File: src/rtl/lcd_pkg.sv
// Shared types, HD44780 command constants and init ROM for the LCD write scheduler.
package lcd_pkg;

    typedef enum logic [2:0] {
        INIT_LOAD = 3'd0,
        IDLE      = 3'd1,
        SETUP     = 3'd2,
        EN_HI     = 3'd3,
        HOLD      = 3'd4,
        WAIT      = 3'd5
    } lcd_state_e;

    localparam logic [7:0] CMD_FUNC_SET = 8'h38;
    localparam logic [7:0] CMD_DISP_ON  = 8'h0C;
    localparam logic [7:0] CMD_ENTRY    = 8'h06;
    localparam logic [7:0] CMD_CLEAR    = 8'h01;
    localparam logic [7:0] CMD_HOME     = 8'h02;

    localparam int INIT_LEN   = 4;
    localparam int INIT_IDX_W = 2;

    // Entry 0 sits in the low byte and is issued first.
    localparam logic [8*INIT_LEN-1:0] INIT_ROM = {CMD_CLEAR, CMD_ENTRY, CMD_DISP_ON, CMD_FUNC_SET};

    function automatic logic [7:0] init_cmd(input logic [INIT_IDX_W-1:0] idx);
        return INIT_ROM[{idx, 3'b000} +: 8];
    endfunction

    function automatic logic is_long_cmd(input logic rs, input logic [7:0] dat);
        return (rs == 1'b0) && ((dat == CMD_CLEAR) || (dat == CMD_HOME));
    endfunction

endpackage

File: src/rtl/lcd_write_scheduler_if.sv
// Client request/ack handshake and LCD pin bundle of the LCD write scheduler.
interface lcd_write_scheduler_if;

    logic       req0;
    logic       req1;
    logic       rs0;
    logic       rs1;
    logic [7:0] dat0;
    logic [7:0] dat1;
    logic       ack0;
    logic       ack1;
    logic       lcd_rs;
    logic       lcd_rw;
    logic       lcd_en;
    logic [7:0] lcd_dat;
    logic       busy;
    logic       init_done;

    modport master (
        output req0, req1, rs0, rs1, dat0, dat1,
        input  ack0, ack1, lcd_rs, lcd_rw, lcd_en, lcd_dat, busy, init_done
    );

    modport slave (
        input  req0, req1, rs0, rs1, dat0, dat1,
        output ack0, ack1, lcd_rs, lcd_rw, lcd_en, lcd_dat, busy, init_done
    );

endinterface

File: src/rtl/lcd_rr_arbiter.sv
// Two-way round-robin arbiter; the last-grant pointer moves only when a grant is accepted.
module lcd_rr_arbiter (
    input  logic clk,
    input  logic rst_n,
    input  logic req0_i,
    input  logic req1_i,
    input  logic accept_i,
    output logic gnt0_o,
    output logic gnt1_o
);

    logic prio1_q;
    logic prio1_d;

    // A lone request wins outright; on contention the side not granted last wins.
    always_comb begin
        gnt0_o = 1'b0;
        gnt1_o = 1'b0;
        if (req0_i && req1_i) begin
            gnt0_o = ~prio1_q;
            gnt1_o = prio1_q;
        end else begin
            gnt0_o = req0_i;
            gnt1_o = req1_i;
        end
    end

    always_comb begin
        prio1_d = prio1_q;
        if (accept_i && gnt0_o) begin
            prio1_d = 1'b1;
        end else if (accept_i && gnt1_o) begin
            prio1_d = 1'b0;
        end else begin
            prio1_d = prio1_q;
        end
    end

    always_ff @(posedge clk) begin
        if (!rst_n) begin
            prio1_q <= 1'b0;
        end else begin
            prio1_q <= prio1_d;
        end
    end

endmodule

File: src/rtl/lcd_write_scheduler.sv
// Shared HD44780 write controller: arbitrates two clients and drives RS/DATA/E bus timing.
// Define LCD_INIT_SEQ_EN to issue the power-up command sequence after reset.
module lcd_write_scheduler
    import lcd_pkg::*;
#(
    parameter int CLK_DIV    = 16,
    parameter int SHORT_WAIT = 2000,
    parameter int LONG_WAIT  = 82000
) (
    input  logic                 clk,
    input  logic                 rst_n,
    lcd_write_scheduler_if.slave bus
);

    localparam int CNT_MAX = (LONG_WAIT > CLK_DIV) ? LONG_WAIT : CLK_DIV;
    localparam int CNT_W   = $clog2(CNT_MAX) + 1;

    localparam logic [CNT_W-1:0] CNT_ONE    = CNT_W'(1);
    localparam logic [CNT_W-1:0] PHASE_LOAD = CNT_W'(CLK_DIV);
    localparam logic [CNT_W-1:0] SHORT_LOAD = CNT_W'(SHORT_WAIT);
    localparam logic [CNT_W-1:0] LONG_LOAD  = CNT_W'(LONG_WAIT);

`ifdef LCD_INIT_SEQ_EN
    localparam lcd_state_e RST_STATE     = INIT_LOAD;
    localparam logic       RST_INIT_DONE = 1'b1 ^ 1'b1;
    localparam logic       RST_BUSY      = 1'b1;
    localparam logic [INIT_IDX_W-1:0] INIT_LAST = INIT_IDX_W'(INIT_LEN - 1);
    logic [INIT_IDX_W-1:0] init_idx_q;
`else
    localparam lcd_state_e RST_STATE     = IDLE;
    localparam logic       RST_INIT_DONE = 1'b1;
    localparam logic       RST_BUSY      = 1'b0;
`endif

    lcd_state_e       state_q;
    logic [CNT_W-1:0] cnt_q;
    logic             rs_q;
    logic [7:0]       dat_q;
    logic             en_q;
    logic             ack0_q;
    logic             ack1_q;
    logic             busy_q;
    logic             init_done_q;

    logic accept_s;
    logic gnt0_s;
    logic gnt1_s;

    assign accept_s = (state_q == IDLE) && init_done_q && (bus.req0 || bus.req1);

    lcd_rr_arbiter u_arb (
        .clk      (clk),
        .rst_n    (rst_n),
        .req0_i   (bus.req0),
        .req1_i   (bus.req1),
        .accept_i (accept_s),
        .gnt0_o   (gnt0_s),
        .gnt1_o   (gnt1_s)
    );

    // Transfer FSM; each phase counter reloads on state entry and leaves the state at 1.
    always_ff @(posedge clk) begin
        if (!rst_n) begin
            state_q     <= RST_STATE;
            cnt_q       <= CNT_ONE;
            rs_q        <= 1'b0;
            dat_q       <= 8'h00;
            en_q        <= 1'b0;
            ack0_q      <= 1'b0;
            ack1_q      <= 1'b0;
            busy_q      <= RST_BUSY;
            init_done_q <= RST_INIT_DONE;
`ifdef LCD_INIT_SEQ_EN
            init_idx_q  <= '0;
`endif
        end else begin
            ack0_q <= 1'b0;
            ack1_q <= 1'b0;
            case (state_q)
                INIT_LOAD: begin
`ifdef LCD_INIT_SEQ_EN
                    rs_q    <= 1'b0;
                    dat_q   <= init_cmd(init_idx_q);
                    cnt_q   <= PHASE_LOAD;
                    state_q <= SETUP;
                    busy_q  <= 1'b1;
`else
                    state_q <= IDLE;
                    busy_q  <= 1'b0;
`endif
                end
                IDLE: begin
                    if (accept_s) begin
                        rs_q    <= gnt1_s ? bus.rs1 : bus.rs0;
                        dat_q   <= gnt1_s ? bus.dat1 : bus.dat0;
                        ack0_q  <= gnt0_s;
                        ack1_q  <= gnt1_s;
                        cnt_q   <= PHASE_LOAD;
                        state_q <= SETUP;
                        busy_q  <= 1'b1;
                    end else begin
                        busy_q  <= 1'b0;
                    end
                end
                SETUP: begin
                    if (cnt_q == CNT_ONE) begin
                        en_q    <= 1'b1;
                        cnt_q   <= PHASE_LOAD;
                        state_q <= EN_HI;
                    end else begin
                        cnt_q   <= cnt_q - 1'b1;
                    end
                end
                EN_HI: begin
                    if (cnt_q == CNT_ONE) begin
                        en_q    <= 1'b0;
                        cnt_q   <= PHASE_LOAD;
                        state_q <= HOLD;
                    end else begin
                        cnt_q   <= cnt_q - 1'b1;
                    end
                end
                HOLD: begin
                    if (cnt_q == CNT_ONE) begin
                        cnt_q   <= is_long_cmd(rs_q, dat_q) ? LONG_LOAD : SHORT_LOAD;
                        state_q <= WAIT;
                    end else begin
                        cnt_q   <= cnt_q - 1'b1;
                    end
                end
                WAIT: begin
                    if (cnt_q == CNT_ONE) begin
`ifdef LCD_INIT_SEQ_EN
                        if (!init_done_q && (init_idx_q != INIT_LAST)) begin
                            init_idx_q <= init_idx_q + 1'b1;
                            state_q    <= INIT_LOAD;
                        end else begin
                            init_done_q <= 1'b1;
                            state_q     <= IDLE;
                            busy_q      <= 1'b0;
                        end
`else
                        state_q <= IDLE;
                        busy_q  <= 1'b0;
`endif
                    end else begin
                        cnt_q <= cnt_q - 1'b1;
                    end
                end
                default: begin
                    en_q    <= 1'b0;
                    state_q <= RST_STATE;
                    busy_q  <= RST_BUSY;
                end
            endcase
        end
    end

    assign bus.lcd_rs    = rs_q;
    assign bus.lcd_rw    = 1'b0;
    assign bus.lcd_en    = en_q;
    assign bus.lcd_dat   = dat_q;
    assign bus.ack0      = ack0_q;
    assign bus.ack1      = ack1_q;
    assign bus.busy      = busy_q;
    assign bus.init_done = init_done_q;

endmodule

File: src/flat_wrapper.sv
// flat-port wrapper written by rule: the top's interface ports become plain ports
module lcd_write_scheduler_flat import lcd_pkg::*;
#(
    parameter int CLK_DIV    = 16,
    parameter int SHORT_WAIT = 2000,
    parameter int LONG_WAIT  = 82000
)
  (clk, rst_n, bus_req0, bus_req1, bus_rs0, bus_rs1, bus_dat0, bus_dat1, bus_ack0, bus_ack1, bus_lcd_rs, bus_lcd_rw, bus_lcd_en, bus_lcd_dat, bus_busy, bus_init_done);
  lcd_write_scheduler_if bus_i ();
  input  logic clk;
  input  logic rst_n;
  input wire logic [$bits(bus_i.req0)-1:0] bus_req0;
  input wire logic [$bits(bus_i.req1)-1:0] bus_req1;
  input wire logic [$bits(bus_i.rs0)-1:0] bus_rs0;
  input wire logic [$bits(bus_i.rs1)-1:0] bus_rs1;
  input wire logic [$bits(bus_i.dat0)-1:0] bus_dat0;
  input wire logic [$bits(bus_i.dat1)-1:0] bus_dat1;
  output wire logic [$bits(bus_i.ack0)-1:0] bus_ack0;
  output wire logic [$bits(bus_i.ack1)-1:0] bus_ack1;
  output wire logic [$bits(bus_i.lcd_rs)-1:0] bus_lcd_rs;
  output wire logic [$bits(bus_i.lcd_rw)-1:0] bus_lcd_rw;
  output wire logic [$bits(bus_i.lcd_en)-1:0] bus_lcd_en;
  output wire logic [$bits(bus_i.lcd_dat)-1:0] bus_lcd_dat;
  output wire logic [$bits(bus_i.busy)-1:0] bus_busy;
  output wire logic [$bits(bus_i.init_done)-1:0] bus_init_done;
  assign bus_i.req0 = bus_req0;
  assign bus_i.req1 = bus_req1;
  assign bus_i.rs0 = bus_rs0;
  assign bus_i.rs1 = bus_rs1;
  assign bus_i.dat0 = bus_dat0;
  assign bus_i.dat1 = bus_dat1;
  assign bus_ack0 = bus_i.ack0;
  assign bus_ack1 = bus_i.ack1;
  assign bus_lcd_rs = bus_i.lcd_rs;
  assign bus_lcd_rw = bus_i.lcd_rw;
  assign bus_lcd_en = bus_i.lcd_en;
  assign bus_lcd_dat = bus_i.lcd_dat;
  assign bus_busy = bus_i.busy;
  assign bus_init_done = bus_i.init_done;
  lcd_write_scheduler #(.CLK_DIV(CLK_DIV), .SHORT_WAIT(SHORT_WAIT), .LONG_WAIT(LONG_WAIT)) u_core (.clk(clk), .rst_n(rst_n), .bus(bus_i));
endmodule
File: config.mk
export PLATFORM = sky130hd
export DESIGN_NAME = lcd_write_scheduler_flat
export DESIGN_NICKNAME = d
export VERILOG_FILES = /design/src/rtl/lcd_pkg.sv /design/src/rtl/lcd_write_scheduler_if.sv /design/src/rtl/lcd_rr_arbiter.sv /design/src/rtl/lcd_write_scheduler.sv /design/src/flat_wrapper.sv
export SDC_FILE = /design/constraint.sdc
export NUM_CORES = 1
export LEC_CHECK = 0
export BUFFER_PORTS_ARGS = -buffer_cell sky130_fd_sc_hd__clkbuf_2
export CAP_MARGIN = 5
export CORE_MARGIN = 5
export CORE_UTILIZATION = 45
export DETAILED_ROUTE_END_ITERATION = 10
export PLACE_DENSITY_LB_ADDON = 0.08
export SYNTH_ARGS = -nofsm -noshare
export SYNTH_HDL_FRONTEND = slang
export SYNTH_SLANG_ARGS = --single-unit
File: constraint.sdc
create_clock -name clk -period 3 [get_ports clk]
set_clock_uncertainty 0.15 [all_clocks]
set_input_delay 0.3 -clock clk [delete_from_list [all_inputs] [get_ports clk]]
set_output_delay 0.3 -clock clk [all_outputs]
set_load 0.01 [all_outputs]
==> Word-level counts from Yosys, hierarchy flattened <==
Index checks and enable logic that the tools add are counted.
Widths: inputs -> output; s select.
{ "op_classes": {"add_sub_neg": 1, "mul": 0, "div": 0, "n_lt_le_gt_ge": 0, "n_eq_ne": 14, "shifts": 0, "n_mux": 23, "bitwise_logic": 4, "reduce_logical": 19} }
{ "op_table": {"columns": ["cell", "count"], "rows": [
  ["$mux 18", 4],
  ["$pmux 18 s4", 1],
  ["$eq 18x1->1 const B", 1],
  ["$sub 18x1->18 const B", 1],
  ["$mux 17", 1],
  ["$mux 3", 5],
  ["$pmux 3 s5", 1],
  ["$reduce_and 3->1", 3],
  ["$eq 8x1->1 const B", 1],
  ["$eq 8x2->1 const B", 1],
  ["$mux 1", 8],
  ["$mux 8", 1],
  ["$ne 2x1->1 const B", 4],
  ["$eq 3x2->1 const B", 2],
  ["$eq 3x3->1 const B", 2],
  ["$pmux 1 s3", 2],
  ["$logic_and 1x1->1", 5],
  ["$reduce_and 5->1", 1],
  ["$ne 2x2->1 const B", 2],
  ["$not 1->1", 4],
  ["$reduce_and 2->1", 2],
  ["$reduce_bool 4->1", 1],
  ["$reduce_or 4->1", 1],
  ["$eq 3x1->1 const B", 1],
  ["other kinds (5)", 6]
]} }
{ "word_totals": {"regBits": 35, "latch_bits": 0, "ram_bits": 0, "mem_bits_ro": 0, "out_inout_bits": 15, "elab_cells": 70, "mem_count": 0} }

==> Logic depth before layout (Yosys ltp) <==
{ "depth": {"word_depth": 6, "mapped_depth": 8, "depth_no_buf": 7} }

==> Hierarchy <==
A second synthesis with hierarchy kept.
{ "unflattened": {"cells_unflattened": 241, "hier_area_um2": 2030.7} }
{ "by_module_without_submodules": {"columns": ["module", "instances", "cells_per_inst", "area_per_inst_um2", "seq_area_each_um2"], "rows": [
  ["lcd_write_scheduler", 1, 234, 1969.4, 680.7],
  ["lcd_rr_arbiter", 1, 7, 61.3, 20.0]
]} }

==> Worst setup path after synthesis <==
OpenSTA, ideal clock, no wires.
{ "synth_timing": {"path_kind": "register to register", "startpoint": "reg u_core.cnt_q[0]", "endpoint": "reg u_core.cnt_q[9]", "setup_time_ns": 0.117, "arrival_ns": 2.091, "required_time_ns": 2.733, "path_slack_ns": 0.641, "stages_incl_launch_ff": 7, "path_buffers": 0, "synth_period_minus_slack_ns": 2.359, "path_cell_list": "dfxtp_1 -> ha_1 -> or4b_4 -> or4_4 -> o211ai_4 -> o211ai_1 -> a32o_1"} }
{ "synth_between": {"elab_chain_cells": 3, "word_cells_on_any_way": 8} }
{ "synth_rtl": {"columns": ["element", "line_no", "text"], "rows": [
  ["start: declaration", "lcd_write_scheduler.sv:36", "logic [CNT_W-1:0] cnt_q;"],
  ["start signal: assignment", "lcd_write_scheduler.sv:111", "cnt_q <= cnt_q - 1'b1;"],
  ["start signal: assignment", "lcd_write_scheduler.sv:120", "cnt_q <= cnt_q - 1'b1;"],
  ["start signal: assignment", "lcd_write_scheduler.sv:125", "cnt_q <= is_long_cmd(rs_q, dat_q) ? LONG_LOAD : SHORT_LOAD;"],
  ["$sub 18x1->18 / $eq 18x1->1 (equally long branches)", null, null],
  ["$mux 18, or another cell as far along", "lcd_write_scheduler.sv:132", "if (cnt_q == CNT_ONE) begin"],
  ["$pmux 18 s4 / $reduce_and 3->1 (equally long branches)", null, null]
]} }
Parallel ways exist; a longest one is shown, timed or not. The select of a mux whose other input is x is not followed.
A chain may end at the register's enable or synchronous reset.

==> Worst setup path in the final report <==
Ends and elaborated chain as after synthesis.

==> flow_summary.yaml <==
cts:
  clock_latency_ns: 0.29
  clkTransAtPathRegs_ns: 0.07
  ctsHoldBuffers: 0
  cts_made_buffers: 5
  cts_tree: "done"
  cts_setup_buffers: 0
  cts_root_buffer: "clkbuf_8"
  clock_sinks: 35
  post_cts_resized: 0
  clockBufferDepth: 2
  htree_levels: 2
synth:
  yosysMostFrequentCell: "dfxtp_1"
  synth_edf_count: 0
  ys_types: 53
  synth_area_sq_um: 1949
  synth_fp_nets: 258
  synth_area_leaders: "dfxtp_1 (36%), nor2_1 (5.6%), mux2i_1 (4.6%)"
  ys_warn_count: 0
  postSynth.asyncResetShare_pct: 0
  synth-seq-area-share_pct: 35.94
  ys_ff_latch: 35
  synth_common_cells: "dfxtp_1 (35), nor2_1 (29), a21oi_1 (16)"
  synth_area_leader_cell: "dfxtp_1"
  syn_area_per_cell_sq_um: 8.331
  yosys.area.top_type_share_pct: 35.94
  ys.flop_type: "dfxtp_1"
  syn_inst: 234
setup_path:
  worstPathArrival_ns: 2.56
  cp-start-kind: "flop"
  r2r-end: "u_core.cnt_q[9]$_SDFFE_PN0P_"
  critPathKind: "flop to flop"
  setup.worst_path.start: "u_core.cnt_q[0]$_SDFFE_PN1P_"
  worst_setup_path_end_kind: "flop"
  r2r-start: "u_core.cnt_q[0]$_SDFFE_PN1P_"
  rrSetupSlack_ns: 0.48
  cp_max_fo: 9
  crit_required_ns: 3.03
  worstSetupEndpoint: "u_core.cnt_q[9]$_SDFFE_PN0P_"
  reg2regPathDepth: 6
route:
  dr.pass1.iters: 4
  vias_per_cell: 5.702
  ant_nets: 0
  post-route-drc-count: 0
  num_vias: 1853
  routedWlPerCell_um: 15.00
  first_iter_violations: 131
  routed_wl_mm: 4.875
floorplan:
  fp-row-count: 24
  die-height_um: 75.82
  die_x_um: 75.82
  coreArea_sq_um: 4264
  ios: 37
  die_area_sq_um: 5748
  initial_core_util_pct: 45.72
pwr:
  power_density_nw_per_um2: 1336
  leakage_uw: 0.0009738
  ir_worst_vdd_v: 0.0005132
  power_uw: 3059
outcome:
  status: "complete, no violations"
sta:
  slew_headroom_pct: 52.47
  rsz0062_at_grt: "false"
  finalCritPeriodShare_pct: 84.15
  min_period_ns: 2.525
  max_freq_mhz: 396.1
  worst_hold_slack_ns: 0.1718
  setup_viol_count_final: 0
  tns_ns: 0
  hold_violations: 0
  worstMarginPinSlew_ns: 0.7079
  slew_viol_final: 0
min_path:
  hold_path.class: "input pin to flop"
placed_design:
  gp_congestion: 0.8449
  placed_area_sq_um: 2202
  io_buffer_count: 34
  dp_hpwl_mm: 3.632
global_routing:
  grt_pass1_wl_mm: 8.349
  overflow: 0
  grt_start_max_net_pins: 19
  antenna_found_initial: 0
  grt_usage_pct: 18.88
  grt_pass1_vias: 1713
final_layout:
  multi_input_comb_area_sq_um: 1169
  stdcell_area_sq_um: 2290
  drive_gt1_share_pct: 22.71
  n_fill_cell: 428
  syn_to_final_growth_pct: 17.46
  ff_latch_area_sq_um: 700.7
  finish.utilization_pct: 53.70
  antenna_cells: 0
  fin_nets: 297
flow_run:
  drv_cap: 0
-- metal layers --
metal	share of wire (%)	track usage (%)	up-vias
li1	-	-	960
met1	47	26.47	823
met2	45	28.90	62
met3	5.7	3.958	8
met4	1.5	5.825	0
met5	0	0	-
-- cell type report --
| cell class | instances | share of cell area (%) |
|---|---|---|
| Clock inverter | 1 | 0.2186 |
| Tap cell | 52 | 2.842 |
| Sequential cell | 35 | 30.60 |
| Multi-Input combinational cell | 180 | 51.04 |
| Timing Repair Buffer | 43 | 10.38 |
| Clock buffer | 6 | 3.607 |
| Inverter | 8 | 1.311 |
-- kinds of logic after synthesis --
family	synth area share (%)
simple gates	25.93
compound gates	25.03
flops	35.94
buf+inv	4.107
mux	4.621
xor+xnor	2.696
fa+ha+maj	1.283
other cells	0.3853
-- critical path, cell delays in order (launching register included) --
cell      delay, ns
dfxtp_1        0.42
ha_1           0.16
or4b_4         0.49
or4_4          0.55
o211ai_4       0.30
o211ai_1       0.12
a32o_1         0.23
-- registers in the layout, summed over array words and instances, names as in the netlist --
| name | flops |
|---|---|
| u_core.bus.lcd_dat | 8 |
| u_core.bus.ack1 | 1 |
| u_core.bus.lcd_en | 1 |
| u_core.bus.busy | 1 |
| u_core.bus.lcd_rs | 1 |
| u_core.bus.ack0 | 1 |
| u_core.u_arb.prio1_q | 1 |
| u_core.state_q | 3 |
| u_core.cnt_q | 18 |
-- power by group --
group          internal [uW]  switching [uW]  leakage, uW
logic                    774            1100     0.000640
registers                629             203     0.000287
clock network            180             171    0.0000470
-- per-stage QoR --
stage / setup WS [ns] / instances
6_report: 0.4755 / 325
5_1_grt: 0.3343 / 325
3_3_place_gp: 0.5357 / 318
3_5_place_dp: 0.4938 / 318
4_1_cts: 0.4808 / 325
2_1_floorplan: 0.6413 / 234
-- cell usage in the layout, fill, tap and decap left out, types with 4 or more instances in the layout --
cell type | netlist | layout
buf_4 | 2 | 9
o211ai_1 | 4 | 4
o21ai_1 | 3 | 4
or3_1 | 6 | 6
inv_1 | 7 | 7
a211oi_1 | 10 | 10
nand2_1 | 10 | 10
o21ai_0 | 10 | 9
nor4_1 | 9 | 9
nor2_1 | 29 | 29
nand3_1 | 7 | 7
nand2b_1 | 4 | 4
dfxtp_1 | 35 | 35
a31oi_1 | 4 | 4
xor2_1 | 4 | 4
clkbuf_8 | 0 | 6
clkbuf_2 | 0 | 34
mux2i_1 | 9 | 9
nor3_1 | 6 | 6
or4_1 | 4 | 4
a21oi_1 | 16 | 16
-- how the worst min path moves through the flow --
stage | from | end | slack (ns) | cells after the start
4_1_cts | bus_dat1[5] | u_core.bus.lcd_dat[5]$_SDFFE_PN0P_ | 0.17 | 3
3_5_place_dp | u_core.bus.busy$_SDFFE_PN0P_ | u_core.bus.busy$_SDFFE_PN0P_ | 0.33 | 2
3_3_place_gp | u_core.bus.busy$_SDFFE_PN0P_ | u_core.bus.busy$_SDFFE_PN0P_ | 0.31 | 2
5_1_grt | bus_dat0[5] | u_core.bus.lcd_dat[5]$_SDFFE_PN0P_ | 0.20 | 3
6_report | bus_dat1[5] | u_core.bus.lcd_dat[5]$_SDFFE_PN0P_ | 0.17 | 3
2_1_floorplan | rst_n | u_core.bus.busy$_SDFFE_PN0P_ | 0.29 | 2
Power figures use the tool's default switching activity.
